`src/rtl/audio_codec_spi_seq.sv`:
```
`default_nettype none
// ============================================================================
// Module      : audio_codec_spi_seq
// Description : Audio codec control-port sequencer. Pulses the codec reset,
//               plays an external init table (register writes and delays) over
//               SPI, then serves single-register runtime read/write requests.
// Revision    : 1.0 - initial release
// ============================================================================
module audio_codec_spi_seq #(
    parameter int CLK_DIV    = 8,
    parameter int RST_CYCLES = 500,
    parameter int RST_WAIT   = 50000,
    parameter int DLY_UNIT   = 1024
) (
    input  logic        clk_50MHz,
    input  logic        reset,
    output logic        codec_reset_n,
    output logic        spi_cs_n,
    output logic        spi_sclk,
    output logic        spi_mosi,
    input  logic        spi_miso,
    output logic [5:0]  tbl_addr,
    input  logic [15:0] tbl_data,
    input  logic        req,
    input  logic        req_rnw,
    input  logic [6:0]  req_addr,
    input  logic [7:0]  req_data,
    output logic        ack,
    output logic [7:0]  rd_data,
    output logic        init_done,
    output logic        busy
);

    localparam int               DIV_W       = $clog2(CLK_DIV);
    localparam logic [DIV_W-1:0] c_div_last  = DIV_W'(CLK_DIV - 1);
    localparam logic [31:0]      c_hold_last = 32'(RST_CYCLES - 1);
    localparam logic [31:0]      c_wait_last = 32'(RST_WAIT - 1);
    localparam logic [31:0]      c_gap_last  = 32'(CLK_DIV - 1);
    localparam logic [31:0]      c_dly_unit  = 32'(DLY_UNIT);

    typedef enum logic [2:0] {
        ST_RST_HOLD = 3'd0,
        ST_RST_WAIT = 3'd1,
        ST_FETCH    = 3'd2,
        ST_DELAY    = 3'd3,
        ST_SHIFT    = 3'd4,
        ST_GAP      = 3'd5,
        ST_DONE     = 3'd6,
        ST_IDLE     = 3'd7
    } state_t;

    state_t             state_q, state_d;
    logic [31:0]        cnt_q, cnt_d;        // reset/wait/fetch/delay/gap timer
    logic [DIV_W-1:0]   div_q, div_d;        // clocks within an SCLK half
    logic [5:0]         half_q, half_d;      // SCLK half index, 0..32
    logic [15:0]        shreg_q, shreg_d;    // TX frame out of [15], RX in at [0]
    logic               mosi_en_q, mosi_en_d;
    logic               rnw_q, rnw_d;
    logic [5:0]         addr_q, addr_d;
    logic               rst_n_q, rst_n_d;
    logic               cs_n_q, cs_n_d;
    logic               sclk_q, sclk_d;
    logic               ack_q, ack_d;
    logic [7:0]         rd_q, rd_d;
    logic               done_q, done_d;
    logic               busy_q, busy_d;

    logic               w_advance;           // move to the next table entry
    logic               w_start;             // launch a frame with w_frame
    logic [15:0]        w_frame;

    // Next-state and output decode for the whole sequencer.
    always_comb begin
        state_d   = state_q;
        cnt_d     = cnt_q;
        div_d     = div_q;
        half_d    = half_q;
        shreg_d   = shreg_q;
        mosi_en_d = mosi_en_q;
        rnw_d     = rnw_q;
        addr_d    = addr_q;
        cs_n_d    = cs_n_q;
        sclk_d    = sclk_q;
        ack_d     = 1'b0;
        rd_d      = rd_q;
        w_advance = 1'b0;
        w_start   = 1'b0;
        w_frame   = tbl_data;

        case (state_q)
            ST_RST_HOLD: begin
                if (cnt_q == c_hold_last) begin
                    state_d = ST_RST_WAIT;
                    cnt_d   = '0;
                end else begin
                    cnt_d = cnt_q + 32'd1;
                end
            end
            ST_RST_WAIT: begin
                if (cnt_q == c_wait_last) begin
                    state_d = ST_FETCH;
                    cnt_d   = '0;
                end else begin
                    cnt_d = cnt_q + 32'd1;
                end
            end
            ST_FETCH: begin
                // First cycle lets the synchronous ROM respond; second decodes.
                if (cnt_q == 32'd0) begin
                    cnt_d = 32'd1;
                end else if (tbl_data == 16'hFFFF) begin
                    state_d = ST_DONE;
                    cnt_d   = '0;
                end else if (tbl_data[8]) begin
                    if (tbl_data[7:0] == 8'd0) begin
                        w_advance = 1'b1;
                    end else begin
                        state_d = ST_DELAY;
                        cnt_d   = 32'(tbl_data[7:0]) * c_dly_unit - 32'd1;
                    end
                end else begin
                    w_start = 1'b1;
                end
            end
            ST_DELAY: begin
                if (cnt_q == 32'd0) begin
                    w_advance = 1'b1;
                end else begin
                    cnt_d = cnt_q - 32'd1;
                end
            end
            ST_SHIFT: begin
                if (div_q != c_div_last) begin
                    div_d = div_q + DIV_W'(1);
                end else begin
                    div_d = '0;
                    if (half_q == 6'd32) begin
                        // End of the trailing low half: release the bus.
                        state_d   = ST_GAP;
                        cs_n_d    = 1'b1;
                        sclk_d    = 1'b0;
                        mosi_en_d = 1'b0;
                        cnt_d     = '0;
                    end else begin
                        half_d = half_q + 6'd1;
                        if (!half_q[0]) begin
                            sclk_d = 1'b1;
                        end else begin
                            // Last clock of a high half: capture MISO and
                            // expose the next TX bit for the coming low half.
                            sclk_d  = 1'b0;
                            shreg_d = {shreg_q[14:0], spi_miso};
                            if (half_q == 6'd31) begin
                                mosi_en_d = 1'b0;
                            end
                        end
                    end
                end
            end
            ST_GAP: begin
                if (cnt_q == c_gap_last) begin
                    cnt_d = '0;
                    if (done_q) begin
                        state_d = ST_IDLE;
                        ack_d   = 1'b1;
                        if (rnw_q) begin
                            rd_d = shreg_q[7:0];
                        end
                    end else begin
                        w_advance = 1'b1;
                    end
                end else begin
                    cnt_d = cnt_q + 32'd1;
                end
            end
            ST_DONE: begin
                state_d = ST_IDLE;
            end
            ST_IDLE: begin
                if (req) begin
                    w_start = 1'b1;
                    w_frame = {req_addr, req_rnw, (req_rnw ? 8'h00 : req_data)};
                end
            end
            default: begin
                state_d = ST_RST_HOLD;
            end
        endcase

        // The table never wraps: finishing entry 63 ends init.
        if (w_advance) begin
            cnt_d = '0;
            if (addr_q == 6'd63) begin
                state_d = ST_DONE;
            end else begin
                addr_d  = addr_q + 6'd1;
                state_d = ST_FETCH;
            end
        end

        if (w_start) begin
            state_d   = ST_SHIFT;
            shreg_d   = w_frame;
            rnw_d     = w_frame[8];
            cs_n_d    = 1'b0;
            sclk_d    = 1'b0;
            mosi_en_d = 1'b1;
            div_d     = '0;
            half_d    = '0;
        end

        rst_n_d = (state_d != ST_RST_HOLD);
        busy_d  = (state_d != ST_IDLE);
        done_d  = done_q | (state_d == ST_DONE);
    end

    // State and registered outputs; reset forces the pins safe immediately.
    always_ff @(posedge clk_50MHz or posedge reset) begin
        if (reset) begin
            state_q   <= ST_RST_HOLD;
            cnt_q     <= '0;
            div_q     <= '0;
            half_q    <= '0;
            shreg_q   <= '0;
            mosi_en_q <= 1'b0;
            rnw_q     <= 1'b0;
            addr_q    <= '0;
            rst_n_q   <= 1'b0;
            cs_n_q    <= 1'b1;
            sclk_q    <= 1'b0;
            ack_q     <= 1'b0;
            rd_q      <= '0;
            done_q    <= 1'b0;
            busy_q    <= 1'b1;
        end else begin
            state_q   <= state_d;
            cnt_q     <= cnt_d;
            div_q     <= div_d;
            half_q    <= half_d;
            shreg_q   <= shreg_d;
            mosi_en_q <= mosi_en_d;
            rnw_q     <= rnw_d;
            addr_q    <= addr_d;
            rst_n_q   <= rst_n_d;
            cs_n_q    <= cs_n_d;
            sclk_q    <= sclk_d;
            ack_q     <= ack_d;
            rd_q      <= rd_d;
            done_q    <= done_d;
            busy_q    <= busy_d;
        end
    end

    assign codec_reset_n = rst_n_q;
    assign spi_cs_n      = cs_n_q;
    assign spi_sclk      = sclk_q;
    assign spi_mosi      = shreg_q[15] & mosi_en_q;
    assign tbl_addr      = addr_q;
    assign ack           = ack_q;
    assign rd_data       = rd_q;
    assign init_done     = done_q;
    assign busy          = busy_q;

endmodule
`default_nettype wire

```
`config.mk`:
```
export PLATFORM = sky130hd
export DESIGN_NAME = audio_codec_spi_seq
export DESIGN_NICKNAME = d
export VERILOG_FILES = /design/src/rtl/audio_codec_spi_seq.sv
export SDC_FILE = /design/constraint.sdc
export NUM_CORES = 1
export LEC_CHECK = 0
export BUFFER_PORTS_ARGS = -buffer_cell sky130_fd_sc_hd__buf_2
export CAP_MARGIN = 40
export CORE_MARGIN = 2
export CORE_UTILIZATION = 36
export DETAILED_ROUTE_END_ITERATION = 16
export HOLD_SLACK_MARGIN = 0.08
export SYNTH_ARGS = -nofsm -noshare
export SYNTH_HDL_FRONTEND = slang
export SYNTH_SLANG_ARGS = --single-unit
```
`constraint.sdc`:
```
create_clock -name clk_50MHz -period 4 [get_ports clk_50MHz]
set_input_delay 0 -clock clk_50MHz [delete_from_list [all_inputs] [get_ports clk_50MHz]]
set_output_delay 0 -clock clk_50MHz [all_outputs]
set_load 0.02 [all_outputs]
```
==> impl_metrics.tcl, run 1 <==
set metrics [dict create \
    leakage_power_nw 2.926 \
    post_synth_instance_area_um2 6013 \
    h_tree_levels 3 \
    n_antenna_cell 0 \
    synthTopCellsByArea "dfrtp_1 33%, nand2_1 5.1%, nor2_1 3.9%" \
    final.setup.tns_ns 0 \
    post_drt_via_cell_ratio 5.822 \
    layout.nets 847 \
    report.final.hold_viol_count 0 \
    grt_antenna_before_repair 0 \
    synthesis.yosys.warnings 0 \
    worst_hold_slack_ns 0.09686 \
    synth.lib_cells_used.distinct 72 \
    via_count 5973 \
    placed_cells 994 \
    post_cts_resize_count 0 \
    crit_arrival_ns 3.92 \
    critical_path.cell_chain "or4_4 -> nor4_2 -> nand4_1 -> nand2b_1 -> o21ai_2 -> buf_6 -> and3_1 -> dlygate4sd3_1 -> o31ai_1" \
    synthToLayoutAreaGrowth_pct 18.10 \
    utilization 0.4313 \
    finalNonFillerCells 1026 \
    drt.antenna.violating_nets 0 \
    grt_util_all_layers 0.2122 \
    peakVddDrop_mv 0.4163 \
    first_iter_violations 509 \
    route.final.wire_length_mm 18.69 \
    via_count_of_the_first_global_routing_pass 5516 \
    crit_required_ns 4.25 \
    ctsRootBufferMaster "clkbuf_16" \
    setup.worst_path.start_class "flop" \
    setup.worst_path.end "shreg_q[9]$_DFFE_PP0P_" \
    first_pass_iters 5 \
    max_clock_freq_mhz 272.9 \
    synth_seq_area_share 0.3417 \
    critical-path-slowest-cell "or4_4" \
    clock_path_buffers 2 \
    r2r_start "cnt_q[24]$_DFFE_PP0P_" \
    hold_depth 3 \
    cap_violations 0 \
    cts_made_buffers 9 \
    rr_worst_depth 9 \
    syn_nets 788 \
    design.die.area_um2 17750 \
    synth_cells 742 \
    placement.io_buffers 56 \
    power_density_nw_per_um2 714.6 \
    core_area_um2 16470 \
    grt_setup_unrepaired "false" \
    setup.worst_path.end_class "flop" \
    tritoncts_clock_tree "done" \
    timing.critical_path.fanout_max 15 \
    post-synth-top-area-cell "dfrtp_1" \
    chipWidth_um 133.2 \
    layout_worst_path_cycle_share 0.9161 \
    timing_max_transition_violations_final 0 \
    worst_tran_pin_value_ns 0.9391 \
    globalplace.congestion 0.9204 \
    clkSlewWorstSetupHoldPaths_ns 0.07 \
    min_path_type "in -> reg" \
    globalRoute.totalOverflow 0 \
    grt_max_degree 35 \
    wl_per_cell_um 18.22 \
    cts_num_sinks 82 \
    drc 0 \
    worstSkewPairLatency_ns 0.36 \
    max_stage_delay_ns 0.59 \
    status "completed" \
    synth_commonest_cells "81 x nand2_1, 80 x dfrtp_1, 63 x nor2_1" \
    finalSetupViolCount 0 \
    setup.reg_to_reg.worst_slack_ns 0.34 \
    min_period_ns 3.664 \
    synth-main-ff-cell "dfrtp_1" \
    setup.worst_path.start "cnt_q[24]$_DFFE_PP0P_" \
    final_layout_size_suffix_gt1_frac 0.1687 \
    synth_edf_count 0 \
    synthMostInstantiatedCell "nand2_1" \
    yosysTopAreaCellShare 0.3329 \
    final.setup_skew_ns 0.01070 \
    start_util 0.3652 \
    i_o_pin_count 57 \
    post-dp-hpwl_mm 13.23 \
    end_of_the_worst_register_to_register_path "shreg_q[9]$_DFFE_PP0P_" \
    dieHeight_um 133.2 \
    setup.worst_path.class "reg -> reg" \
    synth.ff_latch_count 82 \
    synth.avg_cell_area_um2 8.104 \
    worst_rel_slew_slack 0.3682 \
    grt_first_pass_wirelength_mm 29.94 \
    core.rowCount 47 \
    async_flop_share 1.000 \
]
## state kept, by name, summed over array words and instances (netlist names)
signal         cells
busy               1
spi_sclk           1
state_q            3
codec_reset_n      1
ack                1
tbl_addr           6
half_q             6
init_done          1
cnt_q             32
shreg_q           16
mosi_en_q          1
rnw_q              1
rd_data            8
div_q              3
spi_cs_n           1
## worst min-delay path by stage
stage	start	end	slack, ns
final	tbl_data[1]	shreg_q[1]$_DFFE_PP0P_	0.1
after global routing	tbl_data[5]	shreg_q[5]$_DFFE_PP0P_	0.12
after CTS	tbl_data[1]	shreg_q[1]$_DFFE_PP0P_	0.09
after detailed placement	reset	spi_sclk$_DFFE_PP0P_	0.08
after global placement	reset	spi_sclk$_DFFE_PP0P_	0.25
after floorplan	tbl_data[0]	shreg_q[0]$_DFFE_PP0P_	0.25
## metrics by stage
stage / setup WS (ns) / instance area, um^2 / power [W]
finish: 0.3357 / 7102 / 0.005075
global route: 0.1396 / 7102 / 0.005427
global placement: 0.8302 / 6548 / 0.004020
floorplan: 1.258 / 6013 / 0.003244
CTS: 0.3816 / 7102 / 0.005030
detailed placement: 0.8356 / 6621 / 0.004071
## worst max-delay path: cells and delay by family, from the launching register on
family                 cells  cell delay (ns)
AND/OR/NAND/NOR            5             1.86
buffers and inverters      2             0.79
AO/OA/AOI/OAI              2             0.46
flip-flops                 1             0.45
## layout make-up
class / count / area (um^2)
Clock inverter: 6 / 91.34
Sequential cell: 82 / 2054
Tap cell: 220 / 275.3
Multi-Input combinational cell: 578 / 3647
Clock buffer: 10 / 229.0
Inverter: 29 / 110.1
Fill cell: 1613 / 9364
Timing Repair Buffer: 101 / 694.4
## cells by family (layout without fill, tap and decap cells)
logic type      after synthesis  count (layout)  synth area share
simple gates                324             324            0.2880
compound gates              192             192            0.2139
flops                        82              82            0.3417
buf+inv                      82             146           0.05556
xor+xnor                     41              41           0.05972
mux                          11              11           0.02039
fa+ha+maj                    10              10           0.02081
## layer usage
metal | part of all wire | track usage | vias to the layer above
li1 | - | - | 2871
met1 | 0.46 | 0.2930 | 2826
met2 | 0.46 | 0.3362 | 248
met3 | 0.065 | 0.03463 | 28
met4 | 0.018 | 0.07742 | 0
met5 | 0 | 0 | -
## where the power goes
group / internal, W / switching, W / total (W) / leakage, nW
clock network: 0.000551 / 0.000374 / 0.000924 / 0.157
logic: 0.00101 / 0.00167 / 0.00268 / 1.70
registers: 0.00109 / 0.000381 / 0.00147 / 1.07
total: 0.00265 / 0.00243 / 0.00508 / 2.93
## layout by cell type, fill, tap and decap left out, types with 4 or more instances in the layout
master          n
o31ai_1        18
nand4_1        30
or3_1           9
a32oi_1         4
xor2_1         16
o21ai_0        45
nand3_1        31
and2_1          6
mux2_2         10
o221a_2         4
buf_2          56
a21oi_1        27
o22ai_1        15
o211ai_1        9
ha_1           10
inv_1          28
a211oi_1        9
nor2_1         63
dfrtp_1        80
a22oi_1         6
dlygate4sd3_1  16
nor4_1         15
xnor2_1        25
a221oi_1        6
nand2_1        81
nand2b_1        7
clkbuf_16       9
buf_4          26
and3_1         17
or4_1           4
a31oi_1        13
and4_1          8
nor4_2          4
nor3_1         20
nor3b_1        10
## what timing repair did
action	in CTS	in global routing
endpoints found under the hold margin	41	0
hold buffers	16	0
buffers inserted	0	0
Power figures use the tool's default switching activity.
==> inputs of run 2 (changes only) <==
==> constraint.sdc (replaced) <==
create_clock -name clk_50MHz -period 4.7 [get_ports clk_50MHz]
set_input_delay 0 -clock clk_50MHz [delete_from_list [all_inputs] [get_ports clk_50MHz]]
set_output_delay 0 -clock clk_50MHz [all_outputs]
set_load 0.02 [all_outputs]
==> run 2 against run 1 <==
- combinational power fell by 19%
- flip-flop and latch count is the same
- routed wire length down 2.8%
- final cell count shrank 1.2%
- critical path type unchanged
- largest cell class unchanged
- largest power group unchanged
==> impl_metrics.tcl, run 2 (same netlist as run 1, synthesis figures left out) <==
set metrics [dict create \
    grt_setup_unrepaired "false" \
    via_count 5929 \
    min_path_type "in -> reg" \
    grt_antenna_before_repair 0 \
    via_count_of_the_first_global_routing_pass 5401 \
    cap_violations 0 \
    first_iter_violations 516 \
    grt_max_degree 45 \
    final.setup_skew_ns 0.008559 \
    grt_util_all_layers 0.2051 \
    timing.critical_path.fanout_max 33 \
    mostFrequentLayoutCell "nand2_1" \
    h_tree_levels 3 \
    layout.area.seq_um2 2054 \
    worstSkewPairLatency_ns 0.35 \
    first_pass_iters 6 \
    final.setup.tns_ns 0 \
    layout_common_cells "81 x nand2_1, 80 x dfrtp_1, 62 x nor2_1, 56 x buf_2, 45 x o21ai_0" \
    finalSetupViolCount 0 \
    tritoncts_clock_tree "done" \
    core_area_um2 16470 \
    report.final.hold_viol_count 0 \
    final_layout_size_suffix_gt1_frac 0.1574 \
    i_o_pin_count 57 \
    peakVddDrop_mv 0.2208 \
    start_util 0.3652 \
    chipWidth_um 133.2 \
    n_antenna_cell 0 \
    drt.antenna.violating_nets 0 \
    setup.worst_path.end_class "flop" \
    clock_path_buffers 2 \
    max_clock_freq_mhz 260.6 \
    setup.worst_path.start_class "flop" \
    core.rowCount 47 \
    cts_made_buffers 9 \
    globalplace.congestion 0.9399 \
    placed_cells 982 \
    worst_tran_pin_value_ns 0.8914 \
    synthToLayoutAreaGrowth_pct 16.27 \
    drc 0 \
    largest_register_ffs 32 \
    largest_reg_by_ff_count "cnt_q" \
    placement.io_buffers 56 \
    design.die.area_um2 17750 \
    layout_worst_path_cycle_share 0.8165 \
    min_period_ns 3.838 \
    timing_max_transition_violations_final 0 \
    globalRoute.totalOverflow 0 \
    rr_worst_depth 9 \
    ctsRootBufferMaster "clkbuf_16" \
    clkSlewWorstSetupHoldPaths_ns 0.07 \
    route.final.wire_length_mm 18.17 \
    multi_input_comb_area_um2 3650 \
    power_density_nw_per_um2 590.1 \
    hold_depth 3 \
    leakage_power_nw 2.846 \
    cts_num_sinks 82 \
    post-dp-hpwl_mm 12.78 \
    setup.worst_path.class "reg -> reg" \
    wl_per_cell_um 17.92 \
    final.fill_count 1698 \
    grt_first_pass_wirelength_mm 29.28 \
    status "completed" \
    worst_rel_slew_slack 0.4002 \
    worst_hold_slack_ns 0.09845 \
    crit_required_ns 4.94 \
    post_drt_via_cell_ratio 5.847 \
    crit_arrival_ns 4.08 \
    layout.nets 835 \
    dieHeight_um 133.2 \
    finalNonFillerCells 1014 \
]
## run 2: worst max-delay path: stages (launching register included)
cell           delay, ns
dfrtp_1             0.48
nor4_1              0.68
and3b_1             0.33
nand4_1             0.32
nand2b_1            0.59
o21ai_2             0.07
buf_4               0.25
and3_1              0.18
dlygate4sd3_1       0.56
o31ai_1             0.23
## run 2: worst paths after layout
check,startpoint,to,slack [ns]
min in group asynchronous,reset,spi_sclk$_DFFE_PP0P_,0.12
worst min-delay path,tbl_data[1],shreg_q[1]$_DFFE_PP0P_,0.1
max in group asynchronous,reset,cnt_q[24]$_DFFE_PP0P_,3.61
worst max register to register,cnt_q[16]$_DFFE_PP0P_,shreg_q[12]$_DFFE_PP0P_,0.86
worst max-delay path,cnt_q[16]$_DFFE_PP0P_,shreg_q[12]$_DFFE_PP0P_,0.86
worst min register to register,shreg_q[15]$_DFFE_PP0P_,shreg_q[15]$_DFFE_PP0P_,0.48
## run 2: metrics by stage
| step | setup slack [ns] | utilization | total power (W) | area, um^2 |
|---|---|---|---|---|
| after floorplan | 1.958 | - | 0.002761 | 6013 |
| after global placement | 1.322 | 0.3923 | 0.003312 | 6460 |
| after detailed placement | 1.433 | 0.3979 | 0.003389 | 6553 |
| after CTS | 0.9210 | 0.4246 | 0.004094 | 6992 |
| after global routing | 0.5835 | 0.4246 | 0.004424 | 6992 |
| final | 0.8625 | 0.4246 | 0.004126 | 6992 |
## run 2: power breakdown
part | switching (W) | total [W] | internal, W
logic | 0.00136 | 0.00216 | 0.000801
registers | 0.000364 | 0.00129 | 0.000924
clock network | 0.000315 | 0.000679 | 0.000364
total | 0.00204 | 0.00413 | 0.00209
## run 2: routing by layer
layer,up-vias,part of all wire,GRT usage
met1,2805,0.46,0.2879
li1,2854,-,-
met2,241,0.45,0.3176
met4,0,0.020,0.05969
met3,29,0.078,0.04566
met5,-,0,0
## run 2: area by class of cell
cell class | count | area share
clock inverter | 6 | 0.007158
tap | 220 | 0.03937
timing repair buffer | 89 | 0.08912
multi-input combinational | 578 | 0.5220
sequential | 82 | 0.2938
clock buffer | 10 | 0.03275
inverter | 29 | 0.01575
## run 2: what timing repair did
action,4_1_cts,5_1_grt
endpoints found under the hold margin,63,0
setup buffers,0,0
hold buffers,16,0
resized for setup,0,0
